## config.mk

```make
export PLATFORM = sky130hd
export DESIGN_NAME = fft_twiddle_sched
export DESIGN_NICKNAME = d
export VERILOG_FILES = /design/src/rtl/fft_pkg.sv /design/src/rtl/fft_bf_addr_calc.sv /design/src/rtl/fft_twiddle_sched.sv
export SDC_FILE = /design/constraint.sdc
export NUM_CORES = 1
export LEC_CHECK = 0
export BUFFER_PORTS_ARGS = -buffer_cell sky130_fd_sc_hd__buf_2
export CORE_AREA = 2 2 178 127
export DETAILED_ROUTE_END_ITERATION = 8
export DIE_AREA = 0 0 180 129
export HOLD_SLACK_MARGIN = 0.02
export PLACE_DENSITY = 0.5
export SYNTH_ARGS = -nofsm -noshare
export SYNTH_HDL_FRONTEND = slang
export SYNTH_SLANG_ARGS = --single-unit
```

## constraint.sdc

```tcl
create_clock -name clk -period 4.8 [get_ports clk]
set_input_delay 0.48 -clock clk [delete_from_list [all_inputs] [get_ports clk]]
set_output_delay 0.48 -clock clk [all_outputs]
set_load 0.01 [all_outputs]
```

## src/rtl/fft_pkg.sv

```systemverilog
// Shared types and defaults for the FFT twiddle/butterfly scheduler.
package fft_pkg;

  localparam int MAX_LOG2N_DEF  = 12;
  localparam int ADDR_WIDTH_DEF = 12;

  typedef enum logic [1:0] {
    ST_IDLE  = 2'd0,
    ST_RUN   = 2'd1,
    ST_DRAIN = 2'd2
  } state_e;

  // A transform size is usable only if it has at least one butterfly
  // and fits the address space.
  function automatic logic log2n_legal(input logic [3:0] n, input int max_l);
    return (n != 4'd0) && (int'(n) <= max_l);
  endfunction

endpackage

```

## src/rtl/fft_bf_addr_calc.sv

```systemverilog
// Radix-2 DIT butterfly address generator: (stage, butterfly, log2n) -> sample pair + twiddle index.
module fft_bf_addr_calc import fft_pkg::*; #(
  parameter int ADDR_WIDTH = ADDR_WIDTH_DEF
) (
  input  logic [3:0]            stage_i,
  input  logic [ADDR_WIDTH-1:0] bfly_i,
  input  logic [3:0]            log2n_i,
  output logic [ADDR_WIDTH-1:0] addr_a_o,
  output logic [ADDR_WIDTH-1:0] addr_b_o,
  output logic [ADDR_WIDTH-1:0] rom_addr_o
);

  logic [ADDR_WIDTH-1:0] span;
  logic [ADDR_WIDTH-1:0] j;
  logic [ADDR_WIDTH-1:0] grp;
  logic [3:0]            rshift;

  // Upper index has bit 'stage' clear, so the lower index is a simple OR.
  always_comb begin
    span       = ADDR_WIDTH'(1) << stage_i;
    j          = bfly_i & (span - ADDR_WIDTH'(1));
    grp        = bfly_i >> stage_i;
    addr_a_o   = (grp << (stage_i + 4'd1)) | j;
    addr_b_o   = addr_a_o | span;
    rshift     = log2n_i - 4'd1 - stage_i;
    rom_addr_o = j << rshift;
  end

endmodule

```

## src/rtl/fft_twiddle_sched.sv

```systemverilog
// Butterfly/twiddle scheduler: walks stages and butterflies, drives a sync twiddle ROM
// and presents descriptors aligned with the ROM read data.
module fft_twiddle_sched import fft_pkg::*; #(
  parameter int DATA_WIDTH = 32,
  parameter int ADDR_WIDTH = ADDR_WIDTH_DEF,
  parameter int MAX_LOG2N  = MAX_LOG2N_DEF
) (
  input  logic                  clk,
  input  logic                  rst_n,
  input  logic                  start,
  input  logic                  abort,
  input  logic [3:0]            log2n,
  output logic                  busy,
  output logic                  done,
  output logic                  err,
  output logic [ADDR_WIDTH-1:0] rom_addr,
  output logic                  rom_wr_ena,
  output logic                  bf_valid,
  input  logic                  bf_ready,
  output logic [ADDR_WIDTH-1:0] bf_addr_a,
  output logic [ADDR_WIDTH-1:0] bf_addr_b,
  output logic [3:0]            bf_stage,
  output logic                  bf_last
);

  if (DATA_WIDTH < 1 || ADDR_WIDTH < MAX_LOG2N || MAX_LOG2N > 15) begin : g_param_chk
    $error("fft_twiddle_sched: illegal parameter combination");
  end

  state_e                state_q;
  logic [3:0]            n_q;
  logic [3:0]            s_q;
  logic [ADDR_WIDTH-1:0] b_q;
  logic [ADDR_WIDTH-1:0] half_m1;

  // vld_pipe_q[0]: issued descriptor (ROM address launched); [1]: presented descriptor
  logic [1:0]            vld_pipe_q;
  logic [ADDR_WIDTH-1:0] rom_addr_q, p_a_q, p_b_q;
  logic [3:0]            p_stage_q;
  logic                  p_last_q;
  logic [ADDR_WIDTH-1:0] bf_rom_q, bf_a_q, bf_b_q;
  logic [3:0]            bf_stage_q;
  logic                  bf_last_q;
  logic                  busy_q, done_q, err_q;

  logic [ADDR_WIDTH-1:0] calc_a, calc_b, calc_rom;
  logic                  adv, issue, last_iss, hs_last, stall;

  fft_bf_addr_calc #(.ADDR_WIDTH(ADDR_WIDTH)) u_calc (
    .stage_i    (s_q),
    .bfly_i     (b_q),
    .log2n_i    (n_q),
    .addr_a_o   (calc_a),
    .addr_b_o   (calc_b),
    .rom_addr_o (calc_rom)
  );

  assign half_m1  = (ADDR_WIDTH'(1) << (n_q - 4'd1)) - ADDR_WIDTH'(1);
  assign last_iss = (s_q == n_q - 4'd1) && (b_q == half_m1);
  assign stall    = vld_pipe_q[1] && !bf_ready;
  assign adv      = !stall;
  assign issue    = (state_q == ST_RUN) && adv;
  assign hs_last  = vld_pipe_q[1] && bf_ready && bf_last_q;

  always_ff @(posedge clk or negedge rst_n) begin
    if (!rst_n) begin
      state_q    <= ST_IDLE;
      n_q        <= '0;
      s_q        <= '0;
      b_q        <= '0;
      vld_pipe_q <= '0;
      rom_addr_q <= '0;
      p_a_q      <= '0;
      p_b_q      <= '0;
      p_stage_q  <= '0;
      p_last_q   <= 1'b0;
      bf_rom_q   <= '0;
      bf_a_q     <= '0;
      bf_b_q     <= '0;
      bf_stage_q <= '0;
      bf_last_q  <= 1'b0;
      busy_q     <= 1'b0;
      done_q     <= 1'b0;
      err_q      <= 1'b0;
    end else begin
      done_q <= 1'b0;
      err_q  <= 1'b0;
      if (abort) begin
        state_q    <= ST_IDLE;
        busy_q     <= 1'b0;
        vld_pipe_q <= '0;
        s_q        <= '0;
        b_q        <= '0;
      end else begin
        case (state_q)
          ST_IDLE: begin
            if (start) begin
              if (log2n_legal(log2n, MAX_LOG2N)) begin
                state_q <= ST_RUN;
                busy_q  <= 1'b1;
                n_q     <= log2n;
                s_q     <= '0;
                b_q     <= '0;
              end else begin
                err_q <= 1'b1;
              end
            end
          end
          ST_RUN, ST_DRAIN: begin
            if (state_q == ST_DRAIN && hs_last) begin
              state_q    <= ST_IDLE;
              busy_q     <= 1'b0;
              done_q     <= 1'b1;
              vld_pipe_q <= '0;
              bf_last_q  <= 1'b0;
            end else if (adv) begin
              vld_pipe_q <= {vld_pipe_q[0], issue};
              bf_rom_q   <= rom_addr_q;
              bf_a_q     <= p_a_q;
              bf_b_q     <= p_b_q;
              bf_stage_q <= p_stage_q;
              bf_last_q  <= p_last_q;
              if (issue) begin
                rom_addr_q <= calc_rom;
                p_a_q      <= calc_a;
                p_b_q      <= calc_b;
                p_stage_q  <= s_q;
                p_last_q   <= last_iss;
                if (last_iss) begin
                  state_q <= ST_DRAIN;
                  s_q     <= '0;
                  b_q     <= '0;
                end else if (b_q == half_m1) begin
                  b_q <= '0;
                  s_q <= s_q + 4'd1;
                end else begin
                  b_q <= b_q + ADDR_WIDTH'(1);
                end
              end
            end
          end
          default: state_q <= ST_IDLE;
        endcase
      end
    end
  end

  // While stalled the ROM must keep reading the presented descriptor's twiddle,
  // otherwise it reads the next (already issued) one.
  assign rom_addr   = stall ? bf_rom_q : rom_addr_q;
  assign rom_wr_ena = 1'b0;
  assign bf_valid   = vld_pipe_q[1];
  assign bf_addr_a  = bf_a_q;
  assign bf_addr_b  = bf_b_q;
  assign bf_stage   = bf_stage_q;
  assign bf_last    = bf_last_q;
  assign busy       = busy_q;
  assign done       = done_q;
  assign err        = err_q;

endmodule

```

==> out/metrics.yaml, run 1 <==
pwr:
  p_sw_mw: 1.845
  p_int_mw: 2.427
  switching_share_pct: 43.20
  seqPwrFrac_pct: 32.8
  max-vdd-ir-drop_mv: 0.2494
  p_per_area_nw_per_um2: 514.7
  power_frac_comb_pct: 50.5
  leakage_nw: 3.541
  power_frac_clock_pct: 16.8
synth:
  yosysSeqAreaShare_pct: 36.68
  synth_fp_nets: 902
  syn_area_per_cell_um2: 8.537
  synth_cell_types: 78
  ys.warnings.count: 0
  synth_ff_type: "dfrtp_1"
  syn_area_um2: 7436
  async_flop_share_pct: 100.0
  synth_edf_count: 0
  syn_inst: 871
  synth_seq_cells: 109
clock_tree:
  cts_tree: "yes"
  post_cts_buffers: 0
  clock_sinks: 109
  cts-root-buf: "clkbuf_16"
  clk_latency_ns: 0.37
  clk_path_buf_depth: 2
  cts_max_level: 3
  numCtsBuffers: 9
  cts_resized: 0
  clk_pin_slew_ns: 0.08
  postCtsHoldBufs: 0
timing:
  worst_slack_ns: 0.7709
  slew_headroom_pct: 44.26
  rsz0062_at_grt: "false"
  fin_crit_ns: 4.029
  max_freq_mhz: 248.2
  setup_viol: 0
  finClkSkew_ns: 0.009550
  tightestPinTransition_ns: 0.8274
  hold_violations: 0
  tns_ns: 0
  finalCritPeriodShare_pct: 83.94
  slew_violations: 0
global_routing:
  grt_pass1_vias: 6116
  grt_overflow_total: 0
  grt_start_max_net_pins: 54
  grtUsageTotal_pct: 18.66
  antenna_found_initial: 0
  grt_pass1_wl_um: 34480
die:
  ioPinCount: 55
  die_area_um2: 23220
  initial_core_util_pct: 34.66
  die_y_um: 129
  die_w_um: 180
  num_rows: 45
  coreArea_um2: 21450
routing:
  drt_iter0_drc: 511
  via_per_inst: 5.544
  routed_wl_um: 21170
  drt-met1-wl_um: 11170
  wl_per_cell_um: 17.85
  top_layer: "met4"
  dr_wl_met3_um: 1228
  dr.pass1.iters: 5
  via_count: 6575
  drc: 0
  postRouteAntennaNets: 0
  wl_met2_um: 8593
layout:
  final_common_cell: "nand2_1"
  final_util_pct: 38.69
  diodes: 0
  nNetsFinal: 930
  final_cell_mix: "nand2_1, dfrtp_1, nor2_1, buf_2, o21ai_0"
  syn_to_final_growth_pct: 11.61
  layout-drive-gt1-share_pct: 16.92
worst_setup_path:
  start_kind: "flip-flop"
  critPathKind: "reg2reg"
  cp.required_ns: 5.06
  crit_path_end_kind: "flip-flop"
  cp.arrival_ns: 4.29
  crit_fanout: 12
place:
  dp_hpwl_um: 15450
  io_buffers: 53
  gp_congestion: 0.9307
  preCtsSetupSlack_ns: 0.7849
run_status:
  status: "complete, no violations"
job:
  cap_viol_max_count: 0
hold_path:
  hold_class: "in2async"
==> Yosys cell counts, drive strengths merged, types with 4 or more instances <==
| cell type | n | area, µm² |
|---|---|---|
| nand2b | 17 | 106.4 |
| nand3 | 25 | 125.1 |
| and2 | 9 | 56.30 |
| mux2i | 23 | 230.2 |
| or3 | 13 | 81.33 |
| a211oi | 7 | 57.55 |
| o21a | 7 | 52.55 |
| mux2 | 35 | 394.1 |
| nor2 | 59 | 221.5 |
| inv | 23 | 86.33 |
| and4 | 4 | 35.03 |
| or2 | 5 | 31.28 |
| nor4 | 6 | 43.79 |
| nand4 | 6 | 52.55 |
| o221ai | 4 | 35.03 |
| dfrtp | 109 | 2728 |
| nor2b | 16 | 100.1 |
| o211ai | 15 | 112.6 |
| a21o | 5 | 37.54 |
| and3 | 5 | 31.28 |
| nand2 | 163 | 611.8 |
| buf | 14 | 72.57 |
| o22a | 7 | 61.31 |
| xnor2 | 12 | 105.1 |
| o211a | 4 | 40.04 |
| mux4 | 6 | 135.1 |
| o31ai | 7 | 52.55 |
| clkbuf | 50 | 187.7 |
| o21ai | 55 | 275.3 |
| o32ai | 6 | 52.55 |
| a31oi | 16 | 100.1 |
| nor3 | 17 | 85.08 |
| ha | 21 | 262.8 |
| o41ai | 4 | 42.55 |
| a21oi | 34 | 173.9 |
| o22ai | 5 | 31.28 |
==> final cells by class <==
class,count,area (µm²)
clock buffer,9,225.2
fill,2192,13150
multi-input combinational,674,4377
timing repair buffer,81,478.0
sequential,109,2728
tap,282,352.8
inverter,24,90.09
clock inverter,7,48.80
==> power by group through the flow <==
stage	registers, mW	logic (mW)	clock network [mW]
after global placement	1.42	2.16	0
final	1.40	2.16	0.716
after CTS	1.40	2.16	0.742
after global routing	1.44	2.40	0.779
after detailed placement	1.42	2.15	0
after floorplan	1.40	1.57	0
==> per-stage QoR <==
step / std cells / total power, mW / instance area (µm²) / hold slack, ns
floorplan: 871 / 2.965 / 7436 / 0.1844
global placement: 1170 / 3.573 / 8025 / 0.4551
detailed placement: 1170 / 3.569 / 8025 / 0.4528
CTS: 1186 / 4.305 / 8299 / 0.1699
global route: 1186 / 4.623 / 8299 / 0.2107
finish: 1186 / 4.272 / 8299 / 0.1546
==> path summary, 6_finish.rpt <==
check / endpoint / startpoint / slack [ns] / depth (start not counted)
min reg2reg: bf_addr_b[8] / bf_addr_b[8] / 0.47 / 2
min: b_q[8] / rst_n / 0.15 / 1
max in group asynchronous: bf_rom_q[6] / rst_n / 3.63 / 2
max reg2reg: state_q[1] / n_q[0] / 0.77 / 13
min in group clk: err / start / 0.34 / 3
max: state_q[1] / n_q[0] / 0.77 / 13
==> registers in the layout, indices dropped and copies added, names as in the netlist <==
name	cells
done	1
b_q	12
bf_addr_a	12
bf_stage	4
bf_addr_b	12
p_a_q	12
bf_rom_q	12
bf_last	1
s_q	4
busy	1
rom_addr_q	12
p_b_q	12
err	1
state_q	2
p_stage_q	4
n_q	4
vld_pipe_q	2
p_last_q	1
==> worst max-delay path, stage by stage, from the launching register on <==
cell and delay [ns]:
dfrtp_1 0.50, inv_1 0.14, ha_1 0.28, o41ai_2 0.51, nand2_1 0.11, ha_1 0.28
xnor2_1 0.17, or3_1 0.36, a21oi_1 0.15, o22ai_1 0.10, nor4_2 0.36, nand4_4 0.24
or4_1 0.48, a31o_1 0.22
==> cells by family (layout without fill, tap and decap cells) <==
kind of cell    count (synthesis)  after routing  synth area share, %
simple gates                  355            355                22.36
compound gates                216            216                20.11
flops                         109            109                36.68
buf+inv                        88            121                4.711
mux                            64             64                10.21
fa+ha+maj                      22             22                3.803
xor+xnor                       16             16                2.070
other cells                     1              1              0.05043
==> per-layer routing <==
layer / global-route usage, % / up-vias
li1: - / 3184
met1: 29.09 / 3209
met2: 26.12 / 165
met3: 4.217 / 17
met4: 3.539 / 0
met5: 0 / -
(Power assumes the default switching activity.)
==> run 2: changes to the inputs <==
- clock period: 4.8 -> 4 ns (I/O delays scaled with it)
==> out/metrics.yaml, run 2 (synthesized netlist as in run 1, its figures left out) <==
run_status:
  status: "complete, no violations"
timing:
  max_freq_mhz: 271.7  # +9.5%
  fin_crit_ns: 3.680  # -0.3489 ns
  tightestPinTransition_ns: 1.102  # +0.2749 ns
  setup_viol: 0  # unchanged
  finalCritPeriodShare_pct: 92.00  # +8.1 points
  slew_violations: 0  # unchanged
  finClkSkew_ns: 0.007991  # -0.001559 ns
  hold_violations: 0  # unchanged
  tns_ns: 0  # unchanged
  rsz0062_at_grt: "false"
  slew_headroom_pct: 26.51  # -18 points
worst_setup_path:
  critPathKind: "reg2reg"
  cp.arrival_ns: 3.88  # -0.41 ns
  crit_fanout: 14  # +2
  crit_buf_inv: 3  # +2
  reg2regPathDepth: 16  # +3
  crit_path_end_kind: "flip-flop"
  reg2reg_slack_ns: 0.32  # -0.45 ns
  path_delay_family: "simple AND/OR/NAND/NOR gates"
  slowest_stage: "dfrtp_1"
  critPathMaxStageDelay_ns: 0.38  # -0.13 ns
  r2r-end: "b_q[9]"
  start_kind: "flip-flop"
  rr_startpoint: "n_q[0]"
  cp.required_ns: 4.20  # -0.86 ns
  path_cells: "inv_1 -> ha_2 -> buf_4 -> nand3b_1 -> o41ai_2 -> nand2_1 -> ha_1 -> xnor2_1 -> or3_1 -> a21oi_1 -> o22ai_1 -> nor4_2 -> nand4_4 -> buf_4 -> nand2_1 -> o32ai_1"
routing:
  routed_wl_um: 20970  # -0.96%
  via_count: 6523  # -0.79%
  wl_per_cell_um: 17.62  # -1.3%
  drt_iter0_drc: 503  # -1.6%
  dr.pass1.iters: 8  # +3
  postRouteAntennaNets: 0  # unchanged
  drc: 0  # unchanged
  via_per_inst: 5.482  # -1.1%
die:
  initial_core_util_pct: 34.66  # unchanged
  num_rows: 45  # unchanged
  die_area_um2: 23220  # unchanged
  die_y_um: 129  # unchanged
  ioPinCount: 55  # unchanged
  coreArea_um2: 21450  # unchanged
  die_w_um: 180  # unchanged
pwr:
  leakage_nw: 3.568  # +0.76%
  p_per_area_nw_per_um2: 618.5  # +20%
  max-vdd-ir-drop_mv: 0.2862  # +15%
global_routing:
  grt_pass1_wl_um: 33870  # -1.8%
  grt_overflow_total: 0  # unchanged
  antenna_found_initial: 0  # unchanged
  grt_start_max_net_pins: 57  # +5.6%
  grt_pass1_vias: 5994  # -2.0%
  grtUsageTotal_pct: 18.37  # -0.29 points
clock_tree:
  cts_tree: "yes"
  cts-root-buf: "clkbuf_16"
  clk_path_buf_depth: 2  # unchanged
  clk_latency_ns: 0.36  # about the same
  postCtsHoldBufs: 0  # unchanged
  clock_sinks: 109  # unchanged
  cts_max_level: 3  # unchanged
  cts_resized: 0  # unchanged
  numCtsBuffers: 9  # unchanged
  post_cts_buffers: 0  # unchanged
  clk_pin_slew_ns: 0.07  # about the same
layout:
  final_common_cell: "nand2_1"
  layout-drive-gt1-share_pct: 17.18  # +0.26 points
  nNetsFinal: 936  # +0.65%
  stdcell_count: 1190  # +0.34%
  diodes: 0  # unchanged
  final_cell_mix: "nand2_1, dfrtp_1, nor2_1, buf_2, o21ai_0"
  nFillCells: 2168  # -1.1%
  syn_to_final_growth_pct: 12.33
place:
  dp_hpwl_um: 15170  # -1.8%
  gp_congestion: 0.9094  # -2.3%
  io_buffers: 53  # unchanged
  dp.cells: 1176  # +0.51%
job:
  cap_viol_max_count: 0  # unchanged
hold_path:
  hold_class: "in2async"
-- run 2: cell count changes in the layout (fill, tap and decap cells not counted), moves of 2 or more --
cell	delta
inv_6	-2
clkinv_2	-3
clkbuf_8	+2
clkbuf_1	+2
buf_4	+5
-- run 2: worst register-to-register path: stages (launching register included) --
cell and delay [ns]:
dfrtp_1 0.38, inv_1 0.13, ha_2 0.25, buf_4 0.20, nand3b_1 0.16, o41ai_2 0.12, nand2_1 0.11, ha_1 0.27
xnor2_1 0.18, or3_1 0.37, a21oi_1 0.15, o22ai_1 0.10, nor4_2 0.30, nand4_4 0.17, buf_4 0.24, nand2_1 0.25
o32ai_1 0.14
-- run 2: power breakdown --
group,switching (mW),leakage [nW],internal (mW)
clock network,0.407,0.128,0.451
logic,1.58,2.03,1.09
registers,0.206,1.41,1.44
-- run 2: how the worst max path moves through the flow --
stage          startpoint         end  slack (ns)  depth (start not counted)
5_1_grt            n_q[1]      s_q[2]        0.02                         16
6_report           n_q[0]      b_q[9]        0.32                         16
2_1_floorplan      n_q[0]  state_q[1]        0.14                         15
3_3_place_gp       n_q[1]      s_q[3]        0.34                         16
3_5_place_dp       n_q[1]      s_q[3]        0.22                         16
4_1_cts            n_q[0]      s_q[3]        0.20                         16
-- run 2: cell type report --
cell class                 count  area (µm²)  area share [%]
multi-input combinational    674        4379           52.43
sequential                   109        2728           32.65
timing repair buffer          87       535.5           6.411
tap                          282       352.8           4.224
clock buffer                  13       260.3           3.116
inverter                      24       90.09           1.078
clock inverter                 1       7.507         0.08987
-- run 2: metrics by stage --
step,hold slack [ns],power [mW],setup WS [ns],utilization [%],cell area [µm²]
after global placement,0.4523,4.333,0.3381,37.68,8083
final,0.09480,5.166,0.3198,38.94,8353
after CTS,0.1214,5.205,0.2000,38.93,8351
after detailed placement,0.4566,4.322,0.2208,37.68,8083
after floorplan,0.1044,3.558,0.1417,-,7436
after global routing,0.1573,5.589,0.01751,38.94,8353
-- run 2: routing by layer --
metal  track usage, %  wire, µm
met1            28.27     11100
met2            25.13      8418
met3            5.151      1240
met4            4.065       213
met5                0         0
==> run 3: changes to the inputs <==
- REMOVE_ABC_BUFFERS: not set -> 1
==> out/metrics.yaml, run 3 (synthesized netlist as in run 1, its figures left out) <==
clock_tree:
  clk_path_buf_depth: 2  # unchanged
  clk_latency_ns: 0.37  # about the same
  numCtsBuffers: 9  # unchanged
  clock_sinks: 109  # unchanged
  cts_resized: 0  # unchanged
  clk_pin_slew_ns: 0.07  # about the same
  cts-root-buf: "clkbuf_16"
  postCtsHoldBufs: 0  # unchanged
  cts_tree: "yes"
  post_cts_buffers: 0  # unchanged
  cts_max_level: 3  # unchanged
job:
  cap_viol_max_count: 0  # unchanged
run_status:
  status: "complete, no violations"
die:
  die_area_um2: 23220  # unchanged
  ioPinCount: 55  # unchanged
  coreArea_um2: 21450  # unchanged
  initial_core_util_pct: 34.66  # unchanged
  num_rows: 45  # unchanged
  die_w_um: 180  # unchanged
  die_y_um: 129  # unchanged
layout:
  nNetsFinal: 942  # +0.64%
  layout-drive-gt1-share_pct: 17.81  # +0.63 points
  diodes: 0  # unchanged
  final_cell_mix: "nand2_1, dfrtp_1, nor2_1, buf_2, o21ai_0"
  final_common_cell: "nand2_1"
  syn_to_final_growth_pct: 13.73
  design_area_um2: 8457  # +1.2%
place:
  gp_congestion: 0.9206  # +1.2%
  place_area_um2: 8128  # +0.56%
  io_buffers: 53  # unchanged
  dp_hpwl_um: 15010  # -1.0%
routing:
  via_per_inst: 5.469  # -0.23%
  wl_per_cell_um: 17.44  # -1.0%
  dr_wl_met3_um: 1360  # +9.7%
  top_layer: "met4"
  postRouteAntennaNets: 0  # unchanged
  drt_iter0_drc: 595  # +18%
  drc: 0  # unchanged
  routed_wl_um: 20870  # -0.46%
  dr.pass1.iters: 5  # -3
  via_count: 6546  # +0.35%
  wl_met2_um: 8355  # -0.75%
  drt-met1-wl_um: 10930  # -1.5%
timing:
  fin_crit_ns: 3.704  # +0.02346 ns
  tns_ns: 0  # unchanged
  hold_violations: 0  # unchanged
  slew_violations: 0  # unchanged
  whs_ns: 0.04800  # -0.04680 ns
  rsz0062_at_grt: "false"
  finalCritPeriodShare_pct: 92.59  # +0.59 points
  max_freq_mhz: 270.0  # -0.63%
  setup_viol: 0  # unchanged
  tightestPinTransition_ns: 0.9486  # -0.1537 ns
  slew_headroom_pct: 36.09  # +9.6 points
  finClkSkew_ns: 0.008480  # +0.0004889 ns
global_routing:
  grt_pass1_vias: 6144  # +2.5%
  grt_overflow_total: 0  # unchanged
  grt_start_max_net_pins: 110  # +93%
  antenna_found_initial: 0  # unchanged
  grt_pass1_wl_um: 34190  # +0.94%
  grtUsageTotal_pct: 18.46  # +0.090 points
worst_setup_path:
  crit_path_end_kind: "flip-flop"
  cp.required_ns: 4.24  # +0.04 ns
  crit_fanout: 15  # +1
  critPathKind: "reg2reg"
  cp.arrival_ns: 3.95  # +0.07 ns
  start_kind: "flip-flop"
pwr:
  leakage_nw: 3.632  # +1.8%
  max-vdd-ir-drop_mv: 0.2113  # -26%
  p_per_area_nw_per_um2: 626.0  # +1.2%
  total_power_mw: 5.294  # +2.5%
hold_path:
  hold_class: "in2async"
-- run 3: changes by cell type in the layout (fill, tap and decap cells not counted), moves of 2 or more --
cell       previous run  this run
buf_4                34        40
bufinv_16             0         3
clkbuf_8              2         0
clkinv_2              0         2
-- run 3: critical path, cell delays in order (launching register included) --
cell	delay, ns
dfrtp_1	0.38
inv_1	0.12
ha_1	0.22
buf_4	0.22
nand3b_1	0.15
o41ai_2	0.12
nand2_1	0.11
ha_1	0.29
xnor2_1	0.18
or3_1	0.37
a21oi_1	0.15
o22ai_1	0.10
nor4_2	0.32
nand4_4	0.17
buf_4	0.24
o311ai_0	0.33
o21ai_1	0.11
-- run 3: per-layer routing --
layer,up-vias,global-route usage (%)
met4,0,4.687
met2,185,25.58
li1,3202,-
met3,16,4.670
met5,-,0
met1,3143,28.25
-- run 3: cell type report --
cell class                      instances  area (µm²)
Multi-Input combinational cell        674        4377
Clock buffer                           10       229.0
Clock inverter                          5       100.1
Timing Repair Buffer                   93       580.6
Tap cell                              282       352.8
Inverter                               24       90.09
Fill cell                            2192       13000
Sequential cell                       109        2728
-- run 3: report_power, final --
| part | switching [mW] | internal [mW] |
|---|---|---|
| registers | 0.190 | 1.44 |
| logic | 1.55 | 1.09 |
| clock network | 0.417 | 0.607 |
| total | 2.16 | 3.14 |
-- run 3: final timing paths --
check | slack, ns | start | depth (start not counted) | endpoint
max in group asynchronous | 3.39 | rst_n | 2 | n_q[3]
max reg2reg | 0.30 | n_q[1] | 16 | s_q[2]
min | 0.05 | rst_n | 2 | bf_addr_a[7]
min reg2reg | 0.47 | bf_addr_a[8] | 2 | bf_addr_a[8]
max | 0.30 | n_q[1] | 16 | s_q[2]
min in group clk | 0.26 | start | 3 | err
-- run 3: stage by stage --
step,cells,util (%),setup WS [ns]
2_1_floorplan,807,-,-0.2535
3_3_place_gp,1182,37.89,0.3822
3_5_place_dp,1182,37.89,0.2606
4_1_cts,1197,39.42,0.2413
5_1_grt,1197,39.42,0.01850
6_report,1197,39.42,0.2963
